[src/rtl/rv523_zc_pkg.sv]
// Package: rv523_zc_pkg
// Purpose: shared types and constants for the serial zero-compare sequencer.
//   zc_state_e  : sequencer state (IDLE -> SCAN -> DONE -> IDLE)
//   ZC_SLICE_W  : width of one slice fed to a NOR4 zero-detect cell
// Optional feature macro used by the top: SERIAL_ZERO_CMP_EARLY_EXIT_EN
package rv523_zc_pkg;

  localparam int ZC_SLICE_W = 4;

  typedef enum logic [1:0] {
    ZC_IDLE = 2'd0,
    ZC_SCAN = 2'd1,
    ZC_DONE = 2'd2
  } zc_state_e;

endpackage : rv523_zc_pkg

[src/rtl/zc_nor4_slice.sv]
// Module: zc_nor4_slice
// Purpose: behavioural model of one 4-input NOR zero-detect cell.
// Ports:
//   i_slice  in  ZC_SLICE_W  slice under test
//   o_nor    out 1           1 when every bit of i_slice is zero
module zc_nor4_slice
  import rv523_zc_pkg::*;
(
  input  logic [ZC_SLICE_W-1:0] i_slice,
  output logic                  o_nor
);

  assign o_nor = ~|i_slice;

endmodule : zc_nor4_slice

[src/rtl/serial_zero_cmp.sv]
// Module: serial_zero_cmp
// Purpose: sequencer feeding a NOR4 zero-detect cell. Accepts a WIDTH-bit
//   word (or the XOR of two words), evaluates one 4-bit slice per clock,
//   LSB slice first, and accumulates an all-zero / equal flag that is
//   returned through a valid/ready response port.
// Parameters:
//   WIDTH  operand width, multiple of 4 and >= 4 (checked at elaboration)
//   NIB    derived slice count WIDTH/4 (not overridable)
// Ports:
//   clk         in   1        rising-edge clock
//   rst         in   1        synchronous, active-high reset
//   req_valid   in   1        request present
//   req_ready   out  1        sequencer idle and not in reset
//   req_mode    in   1        0: test req_a==0, 1: test req_a==req_b
//   req_a       in   WIDTH    operand A
//   req_b       in   WIDTH    operand B (ignored when req_mode=0)
//   rsp_valid   out  1        result present
//   rsp_ready   in   1        consumer takes result
//   rsp_zero    out  1        1 = all slices zero
//   rsp_cycles  out  CYC_W    number of slices evaluated
//   dbg_state   out  2        current sequencer state
// Configuration:
//   SERIAL_ZERO_CMP_EARLY_EXIT_EN  when defined, the first non-zero slice
//   ends the scan immediately; otherwise all NIB slices are always scanned.
//
// Handshake: a transfer happens on a rising edge where valid && ready are
// both high. Once valid is raised it is held, with its payload stable,
// until that transfer; ready may be raised or lowered at any time.
module serial_zero_cmp
  import rv523_zc_pkg::*;
#(
  parameter  int WIDTH = 32,
  localparam int NIB   = WIDTH / ZC_SLICE_W,
  localparam int CYC_W = $clog2(NIB + 1)
) (
  input  logic             clk,
  input  logic             rst,
  input  logic             req_valid,
  output logic             req_ready,
  input  logic             req_mode,
  input  logic [WIDTH-1:0] req_a,
  input  logic [WIDTH-1:0] req_b,
  output logic             rsp_valid,
  input  logic             rsp_ready,
  output logic             rsp_zero,
  output logic [CYC_W-1:0] rsp_cycles,
  output zc_state_e        dbg_state
);

  // A single-slice build still needs a one-bit index register.
  localparam int IDX_W = (NIB > 1) ? $clog2(NIB) : 1;

  if ((WIDTH % ZC_SLICE_W) != 0 || WIDTH < ZC_SLICE_W) begin : g_width_check
    $error("serial_zero_cmp: WIDTH must be a multiple of 4 and >= 4");
  end

  zc_state_e        r_state;
  zc_state_e        w_next_state;
  logic [WIDTH-1:0] r_word;
  logic [IDX_W-1:0] r_idx;
  logic             r_acc;
  logic [CYC_W-1:0] r_cycles;

  logic             w_accept;
  logic             w_nor;
  logic             w_last;

  // The word is shifted right after each slice, so the slice at the bottom
  // of r_word is always original word[4*idx +: 4]; one cell serves them all.
  zc_nor4_slice u_nor4 (
    .i_slice (r_word[ZC_SLICE_W-1:0]),
    .o_nor   (w_nor)
  );

  assign req_ready = (r_state == ZC_IDLE) && !rst;
  assign w_accept  = req_valid && req_ready;
  assign w_last    = (r_idx == IDX_W'(NIB - 1));

  // Next-state logic.
  always_comb begin
    w_next_state = r_state;
    case (r_state)
      ZC_IDLE: begin
        if (w_accept) w_next_state = ZC_SCAN;
      end
      ZC_SCAN: begin
`ifdef SERIAL_ZERO_CMP_EARLY_EXIT_EN
        if (!w_nor || w_last) w_next_state = ZC_DONE;
`else
        if (w_last) w_next_state = ZC_DONE;
`endif
      end
      ZC_DONE: begin
        if (rsp_ready) w_next_state = ZC_IDLE;
      end
      default: w_next_state = ZC_IDLE;
    endcase
  end

  // State register and datapath.
  always_ff @(posedge clk) begin
    if (rst) begin
      r_state  <= ZC_IDLE;
      r_word   <= '0;
      r_idx    <= '0;
      r_acc    <= 1'b0;
      r_cycles <= '0;
    end else begin
      r_state <= w_next_state;
      case (r_state)
        ZC_IDLE: begin
          if (w_accept) begin
            r_word   <= req_mode ? (req_a ^ req_b) : req_a;
            r_idx    <= '0;
            r_acc    <= 1'b1;
            r_cycles <= '0;
          end
        end
        ZC_SCAN: begin
          // On an early exit these same updates give acc=0 and
          // cycles=idx+1, so no separate path is needed.
          r_word   <= r_word >> ZC_SLICE_W;
          r_idx    <= r_idx + IDX_W'(1);
          r_acc    <= r_acc & w_nor;
          r_cycles <= CYC_W'(r_idx) + CYC_W'(1);
        end
        default: begin
          // DONE holds the result until it is taken.
        end
      endcase
    end
  end

  // Result outputs are forced low outside DONE so they read zero after reset.
  assign rsp_valid  = (r_state == ZC_DONE);
  assign rsp_zero   = rsp_valid && r_acc;
  assign rsp_cycles = rsp_valid ? r_cycles : '0;
  assign dbg_state  = r_state;

endmodule : serial_zero_cmp
[config.mk]
export PLATFORM = sky130hd
export DESIGN_NAME = serial_zero_cmp
export DESIGN_NICKNAME = d
export VERILOG_FILES = /design/src/rtl/rv523_zc_pkg.sv /design/src/rtl/zc_nor4_slice.sv /design/src/rtl/serial_zero_cmp.sv
export SDC_FILE = /design/constraint.sdc
export NUM_CORES = 1
export LEC_CHECK = 0
export BUFFER_PORTS_ARGS = -buffer_cell sky130_fd_sc_hd__buf_4
export CORE_MARGIN = 5
export CORE_UTILIZATION = 45
export DETAILED_ROUTE_END_ITERATION = 12
export GPL_TIMING_DRIVEN = 0
export PLACE_DENSITY_LB_ADDON = 0.12
export SYNTH_ARGS = -nofsm -noshare
export SYNTH_HDL_FRONTEND = slang
export SYNTH_SLANG_ARGS = --single-unit
[constraint.sdc]
create_clock -name clk -period 4.6 [get_ports clk]
set_input_delay 0.92 -clock clk [delete_from_list [all_inputs] [get_ports clk]]
set_output_delay 0.92 -clock clk [all_outputs]
set_load 0.05 [all_outputs]
==> results of run 1 <==
-- worst register-to-register path, cell delays in order, from the launching register on --
cell      delay, ns
dfxtp_1        0.38
or4b_1         0.54
clkbuf_1       0.15
buf_2          0.20
a21oi_1        0.19
nor4_1         0.08
-- cell type report --
cell class	count	area, um2	share of cell area, %
multi-input cells	205	1330	44.7
repair buffers	76	571	19.1
clock buffers	7	76.3	2.56
plain buffers	27	126	4.24
flip-flops and latches	39	781	26.2
well taps	67	83.8	2.81
clock inverters	1	5.00	0.168
inverters	2	7.51	0.252
-- registers in the layout, summed over array words and instances, names as in the netlist --
| signal | count |
|---|---|
| r_cycles | 2 |
| r_idx | 2 |
| r_word | 32 |
| r_acc | 1 |
| dbg_state | 2 |
-- synthesized netlist by cell type, types with 5 or more instances --
cell,instances
clkbuf_1,14
nand3_1,16
o211ai_2,9
nand3b_1,16
a21oi_1,20
buf_2,8
nor4_1,13
and2_1,5
dfxtp_1,39
nand4b_1,16
a21o_1,12
nor3_1,14
xor2_1,16
o211ai_1,7
nor2_1,13
nand2_1,27
-- kinds of logic (layout without fill, tap and decap cells) --
family	Yosys count	in the layout	share of synthesized area, %
adders and majority gates	2	2	1.11
and+or+nand+nor	132	132	33.6
buffers and inverters	29	113	5.96
DFF	39	39	34.7
muxes	1	1	0.445
AOI/OAI and AO/OA	54	54	17.9
xor gates and xnor gates	16	16	6.24
-- per-layer routing --
layer	part of all wire (%)	vias up	global-route usage, %
met5	0	-	0
met4	1.1	0	5.41
met3	5.4	8	3.59
met2	51	56	33.5
met1	42	1055	22.9
li1	-	1164	-
-- power by group through the flow --
stage               sequential (mW)  clock (mW)  combinational [mW]
CTS                           0.382       0.229               0.180
global placement              0.389           0               0.177
global route                  0.386       0.239               0.197
finish                        0.383       0.221               0.178
detailed placement            0.390           0               0.179
floorplan                     0.387           0               0.104
-- final timing paths --
| path | to | slack [ns] | depth (start not counted) |
|---|---|---|---|
| max | req_ready | 1.61 | 5 |
| min | r_cycles[3] | 0.47 | 2 |
| max reg2reg | r_word[20] | 2.94 | 5 |
| min reg2reg | r_cycles[3] | 0.47 | 2 |
-- stage by stage --
step,power (mW),hold slack [ns]
after global placement,0.566,0.459
final,0.781,0.471
after global routing,0.822,0.519
after detailed placement,0.569,0.458
after floorplan,0.491,0.439
after CTS,0.791,0.470
==> results.cfg, run 1 <==
[run_status]
status = finished, final reports clean

[synth]
yosys_warnings = 0
syn_nets = 344
synthDistinctLibCells = 30
synthFlopType = dfxtp_1
synth_area_leaders = dfxtp_1, nand4b_1, xor2_1
synth_area_leader_cell = dfxtp_1
syn_inst = 273
synth_area_um2 = 2250
synth_top_area_share_pct = 34.7
synth-edff-count = 0
async_reset_ff_share_pct = 0
yosysSeqAreaShare_pct = 34.7
avgSynthCellArea_um2 = 8.23
synth-seq-cells = 39

[global_routing]
grt_pass1_wl_mm = 9.73
grt_max_degree = 12
antenna_found_initial = 0
first_global_vias = 2171
gr-total-overflow = 0
grt_usage_pct = 18.8

[die]
std_cell_rows = 25
fp.dieH_um = 80.7
initial_utilization_pct = 47.0
core_um2 = 4790
die_w_um = 80.7
io_pins = 78
die_area_um2 = 6510

[route]
dr.pass1.iters = 4
wirelength_mm = 5.97
ant_nets = 0
vias = 2283
drc = 0
wire_per_inst_um = 14.1
vias_per_cell = 5.38
initialDrtViolationCount = 89

[hold_path]
hold_path.class = reg2reg
hp-start = r_cycles[3]

[pwr]
p_sw_share_pct = 27.9
clkPwrFrac_pct = 28.2
combPwrFrac_pct = 22.8
power.leakage_nw = 1.28
powerDensity_nw_per_um2 = 262
internal_power_mw = 0.563
switchingPower_mw = 0.218
ir_drop_mv = 0.152
p_seq_share_pct = 49.0

[worst_setup_path]
cp_slowest_cell = clkbuf_1
worst_ep_required_time_ns = 3.68
end_kind = output pin
worstPathArrival_ns = 2.07
slowest_delay_ns = 0.41
worstSetupStartpointType = primary input
crit_path_cell_trace = buf_4, clkbuf_1, clkbuf_1, nor3_1, buf_4
startpoint = rst
cp_max_fo = 10
worst-setup-path-type = in2out
crit_family = buffers and inverters
r2r_start = dbg_state[0]
path_buf_inv = 4

[timing]
rsz0062_at_grt = false
fin_ws_ns = 1.61
max-slew-margin-rel_pct = 64.9
fin_crit_sh_pct = 65.0
fin_skew_ns = 0.00551
finalHoldViolCount = 0
period_needed_ns = 2.99
finalSetupViolCount = 0
slew_violations = 0
fmax_mhz = 334
tightest_slew_ns = 0.526
fin_setup_tns_ns = 0

[placed_design]
place_inst = 416
io_buffers = 76
place_hpwl_mm = 4.60
pre_cts_ws_ns = 1.61
gp_congestion = 0.764
place_area_um2 = 2900

[cts]
ctsResizeCount = 0
htreeDepth = 2
tritoncts = built
cts_root_buffer = clkbuf_8
insertion_delay_ns = 0.29
clk_path_buf_depth = 2
postCtsHoldBufs = 0
post_cts_buffers = 0
cts_made_buffers = 5
clock-sinks = 39
clk_pin_slew_ns = 0.07

[final_layout]
n_antenna_cell = 0
final_common_cell = buf_4
num-fill-cells = 476
instances_no_fill = 424
finalNetCount = 427
syn2layout_area_growth_pct = 32.7
mostFrequentLayoutCells = buf_4, dfxtp_1, nand2_1
utilization_pct = 62.3
drive_gt1_share_pct = 29.4
final_cell_area_um2 = 2980

[flow_run]
drv_cap = 0
Power figures use the tool's default switching activity.
==> run 2: changes to the inputs <==
--- a/config.mk
+++ b/config.mk
@@ -5,6 +5,7 @@
 export SDC_FILE = /design/constraint.sdc
 export NUM_CORES = 1
 export LEC_CHECK = 0
+export ABC_AREA = 1
 export BUFFER_PORTS_ARGS = -buffer_cell sky130_fd_sc_hd__buf_4
 export CORE_MARGIN = 5
 export CORE_UTILIZATION = 45
==> constraint.sdc (replaced) <==
create_clock -name clk -period 3.05 [get_ports clk]
set_input_delay 0.61 -clock clk [delete_from_list [all_inputs] [get_ports clk]]
set_output_delay 0.61 -clock clk [all_outputs]
set_load 0.05 [all_outputs]
==> run 2 against run 1 <==
- sequential share of layout area is 0.84 points lower
- clock power increased by 52%
- register-to-register slack got worse by 1.2 ns
- die area is 4.0% higher
- synthesized cell count increased by 37%
- critical path type is now reg2out
- clock-buffer cell count did not move
- worst hold slack got worse by 0.0019 ns
- global-route usage is 0.47 points lower
==> results.cfg, run 2 <==
[timing]
slew_violations = 0
fin_skew_ns = 0.00399
period_needed_ns = 1.93
fin_setup_tns_ns = 0
finalHoldViolCount = 0
tightest_slew_ns = 0.536
fmax_mhz = 517
finalSetupViolCount = 0
fin_crit_sh_pct = 63.4
max-slew-margin-rel_pct = 64.3
rsz0062_at_grt = false

[synth]
async_reset_ff_share_pct = 0
yosysSeqAreaShare_pct = 33.2
synth_area_leaders = dfxtp_1, nor2_1, nand2_1
synth-edff-count = 0
synth_area_leader_cell = dfxtp_1
synth_common_cells = nor2_1, nand2_1, inv_1, nand3_1, dfxtp_1
synth-seq-cells = 39
synth.most_common_cell = nor2_1
syn_inst = 373
synth_top_area_share_pct = 33.2
synth_area_um2 = 2350
avgSynthCellArea_um2 = 6.30
yosys_warnings = 0
synthFlopType = dfxtp_1
syn_nets = 444
synthDistinctLibCells = 22

[placed_design]
io_buffers = 75
place_inst = 518
gp_congestion = 0.796
place_hpwl_mm = 4.77

[die]
std_cell_rows = 26
initial_utilization_pct = 46.3
fp.dieH_um = 82.3
die_w_um = 82.3
core_um2 = 5070
die_area_um2 = 6770
io_pins = 78

[final_layout]
mostFrequentLayoutCells = nor2_1, buf_4, nand2_1
finalNetCount = 526
largest_reg_flops = 32
instances_no_fill = 526
largest-register = r_word
final_common_cell = nor2_1
syn2layout_area_growth_pct = 31.2
drive_gt1_share_pct = 23.2
n_antenna_cell = 0

[pwr]
powerDensity_nw_per_um2 = 387
ir_drop_mv = 0.218
internal_power_mw = 0.846
combPwrFrac_pct = 24.2
p_sw_share_pct = 29.0
total_power_mw = 1.19
switchingPower_mw = 0.345
power.leakage_nw = 1.45
clkPwrFrac_pct = 28.2
p_seq_share_pct = 47.6

[route]
initialDrtViolationCount = 106
drc = 0
wire_per_inst_um = 11.4
wl_met2_mm = 3.08
vias = 2543
met3_length_um = 285
wirelength_mm = 6.02
vias_per_cell = 4.83
ant_nets = 0
maxUsedRoutingLayer = met4
m1WireLength_mm = 2.57
dr.pass1.iters = 4

[global_routing]
gr-total-overflow = 0
grt_pass1_wl_mm = 9.74
first_global_vias = 2315
grt_max_degree = 12
antenna_found_initial = 0
grt_usage_pct = 18.4

[cts]
tritoncts = built
postCtsHoldBufs = 0
htreeDepth = 2
clock-sinks = 39
clk_pin_slew_ns = 0.07
post_cts_buffers = 0
cts_root_buffer = clkbuf_8
insertion_delay_ns = 0.29
ctsResizeCount = 0
cts_made_buffers = 5
clk_path_buf_depth = 2

[flow_run]
drv_cap = 0

[worst_setup_path]
worst_ep_required_time_ns = 2.44
worst-setup-path-type = reg2out
end_kind = output pin
worstPathArrival_ns = 1.32
cp_max_fo = 6
worstSetupStartpointType = flop

[run_status]
status = finished, final reports clean

[hold_path]
hold_path.class = reg2reg
==> run 2: changes by cell type in the layout (fill, tap and decap cells not counted), sizes merged, moves of 16 or more <==
cell    change
inv        +41
nor2       +68
xor2       -16
o211ai     -16
nand4b     -16
nand2      +42
nand3      +25
==> run 2: through the flow <==
stage	setup WS [ns]	hold WS (ns)	utilization [%]	cell area (um2)
after floorplan	0.0777	0.439	-	2350
after global placement	1.30	0.455	59.1	3000
after detailed placement	1.29	0.460	59.1	3000
after CTS	1.09	0.472	60.7	3080
after global routing	0.967	0.492	60.7	3080
final	1.12	0.469	60.7	3080
==> run 2: area by class of cell <==
cell class                      instances  area, um2
Fill cell                             541       1990
Multi-Input combinational cell        270       1280
Sequential cell                        39        781
Timing Repair Buffer                   75        563
Inverter                               43        161
Buffer                                 21        123
Tap cell                               70       87.6
Clock buffer                            7       76.3
Clock inverter                          1       5.00
==> run 2: path summary, 6_finish.rpt <==
path / startpoint / end / slack, ns / depth (start not counted)
worst max-delay path: dbg_state[1] / rsp_cycles[3] / 1.12 / 5
worst min-delay path: r_cycles[3] / r_cycles[3] / 0.47 / 2
worst max register to register: dbg_state[0] / r_word[21] / 1.77 / 6
worst min register to register: r_cycles[3] / r_cycles[3] / 0.47 / 2
==> run 2: routing by layer <==
| metal | global-route usage (%) | up-vias |
|---|---|---|
| met3 | 3.25 | 7 |
| met4 | 6.64 | 0 |
| li1 | - | 1331 |
| met2 | 32.3 | 62 |
| met1 | 22.2 | 1143 |
| met5 | 0 | - |
==> run 2: cell families (layout without fill, tap and decap cells) <==
group	after synthesis	count (layout)	synth area share, %
fa+ha+maj	2	2	1.06
simple gates	199	199	35.7
buf+inv	64	147	12.1
flops	39	39	33.2
compound gates	57	57	13.4
xor+xnor	12	12	4.47
==> run 2: critical path, cell delays in order, from the launching register on <==
cell     delay (ns)
dfxtp_1        0.41
inv_2          0.06
nor2_1         0.11
inv_1          0.12
nor2_1         0.11
buf_4          0.20
==> run 2: power groups by stage <==
stage	sequential, mW	clock, mW	combinational, mW
floorplan	0.576	0	0.173
CTS	0.567	0.342	0.291
global route	0.571	0.357	0.326
global placement	0.577	0	0.284
detailed placement	0.578	0	0.290
finish	0.567	0.336	0.289
==> run 3: changes to the inputs <==
==> constraint.sdc (replaced) <==
create_clock -name clk -period 1.9 [get_ports clk]
set_input_delay 0.38 -clock clk [delete_from_list [all_inputs] [get_ports clk]]
set_output_delay 0.38 -clock clk [all_outputs]
set_load 0.05 [all_outputs]
==> run 3 against run 2 <==
- flip-flop and latch count is the same
- cell count unchanged
- die area unchanged
- combinational power increased by 61%
- total power rose by 60%
- critical path depth fell by 1
- setup slack got worse by 0.98 ns
- via count down 0.75%
- first-iteration DRC count increased by 33%
==> results.cfg, run 3 (synthesis results as in run 2) <==
[final_layout]
mostFrequentLayoutCells = buf_4, nor2_1, nand2_1
final_cell_area_um2 = 3130
utilization_pct = 61.7
syn2layout_area_growth_pct = 33.3
finalNetCount = 526
largest-register = r_word
largest_reg_flops = 32
n_antenna_cell = 0
final_common_cell = buf_4
num-fill-cells = 527
drive_gt1_share_pct = 25.0

[die]
fp.dieH_um = 82.3
std_cell_rows = 26
die_area_um2 = 6770
die_w_um = 82.3
core_um2 = 5070
initial_utilization_pct = 46.3
io_pins = 78

[timing]
rsz0062_at_grt = false
period_needed_ns = 1.76
fin_setup_tns_ns = 0
finalSetupViolCount = 0
fmax_mhz = 568
slew_violations = 0
max-slew-margin-rel_pct = 63.2
tightest_slew_ns = 0.553
finalHoldViolCount = 0
fin_skew_ns = 0.00717
fin_crit_sh_pct = 92.7
holdWs_ns = 0.339

[route]
wire_per_inst_um = 11.2
ant_nets = 0
dr.pass1.iters = 5
m1WireLength_mm = 2.55
wirelength_mm = 5.90
wl_met2_mm = 3.03
maxUsedRoutingLayer = met4
initialDrtViolationCount = 141
vias = 2524
met3_length_um = 257
vias_per_cell = 4.80
drc = 0

[cts]
htreeDepth = 2
post_cts_buffers = 0
cts_made_buffers = 5
insertion_delay_ns = 0.29
cts_root_buffer = clkbuf_8
clock-sinks = 39
postCtsHoldBufs = 0
ctsResizeCount = 0
tritoncts = built
clk_pin_slew_ns = 0.07
clk_path_buf_depth = 2

[pwr]
ir_drop_mv = 0.412
powerDensity_nw_per_um2 = 609
total_power_mw = 1.91
power.leakage_nw = 1.45

[global_routing]
grt_pass1_wl_mm = 9.49
antenna_found_initial = 0
grt_max_degree = 12
gr-total-overflow = 0
grt_usage_pct = 17.8
first_global_vias = 2319

[placed_design]
gp_congestion = 0.808
place_hpwl_mm = 4.73
io_buffers = 75
place_area_um2 = 3050

[worst_setup_path]
end_kind = output pin
worstSetupStartpointType = flop
cp_max_fo = 6
worst-setup-path-type = reg2out
worstPathArrival_ns = 1.38
worst_ep_required_time_ns = 1.52

[run_status]
status = finished, final reports clean

[hold_path]
hold_path.class = in2reg

[flow_run]
drv_cap = 0
[run 3: cell counts in the layout (fill, tap and decap cells not counted)]
Identical to the previous run, type by type.
[run 3: area by class of cell]
type                       instances  area, um2  share of cell area [%]
sequential                        39        782                    25.0
inverter                          43        161                    5.15
timing repair buffer              75        563                    18.0
tap                               70       87.6                    2.80
clock inverter                     1       5.00                   0.160
clock buffer                       7       76.3                    2.44
buffer                            21        123                    3.91
multi-input combinational        270       1340                    42.6
[run 3: worst paths after layout]
check | cells past startpoint | startpoint | slack [ns] | endpoint
max | 4 | dbg_state[0] | 0.14 | rsp_zero
min | 3 | rsp_ready | 0.34 | dbg_state[1]
max reg2reg | 5 | dbg_state[0] | 0.57 | r_word[13]
min reg2reg | 2 | r_cycles[3] | 0.46 | r_cycles[3]
[run 3: critical path, cell delays in order (launching register included)]
cell	delay, ns
dfxtp_1	0.46
nor2_4	0.06
inv_1	0.34
nor2_4	0.04
buf_4	0.19
[run 3: power by group]
| group | internal (mW) | switching [mW] | leakage (nW) |
|---|---|---|---|
| Clock | 0.258 | 0.276 | 0.0422 |
| Sequential | 0.877 | 0.0326 | 0.320 |
| Combinational | 0.225 | 0.241 | 1.09 |
| Total | 1.36 | 0.550 | 1.45 |
[run 3: stage by stage]
step | instances | worst slack, ns
after global routing | 526 | 0.0363
after floorplan | 373 | 0.00934
after detailed placement | 518 | 0.425
after global placement | 518 | 0.450
final | 526 | 0.140
after CTS | 526 | 0.107
[run 3: metal layers]
layer	GRT usage [%]	vias to the layer above
li1	-	1335
met1	21.0	1132
met2	33.0	50
met3	3.25	7
met4	4.49	0
met5	0	-
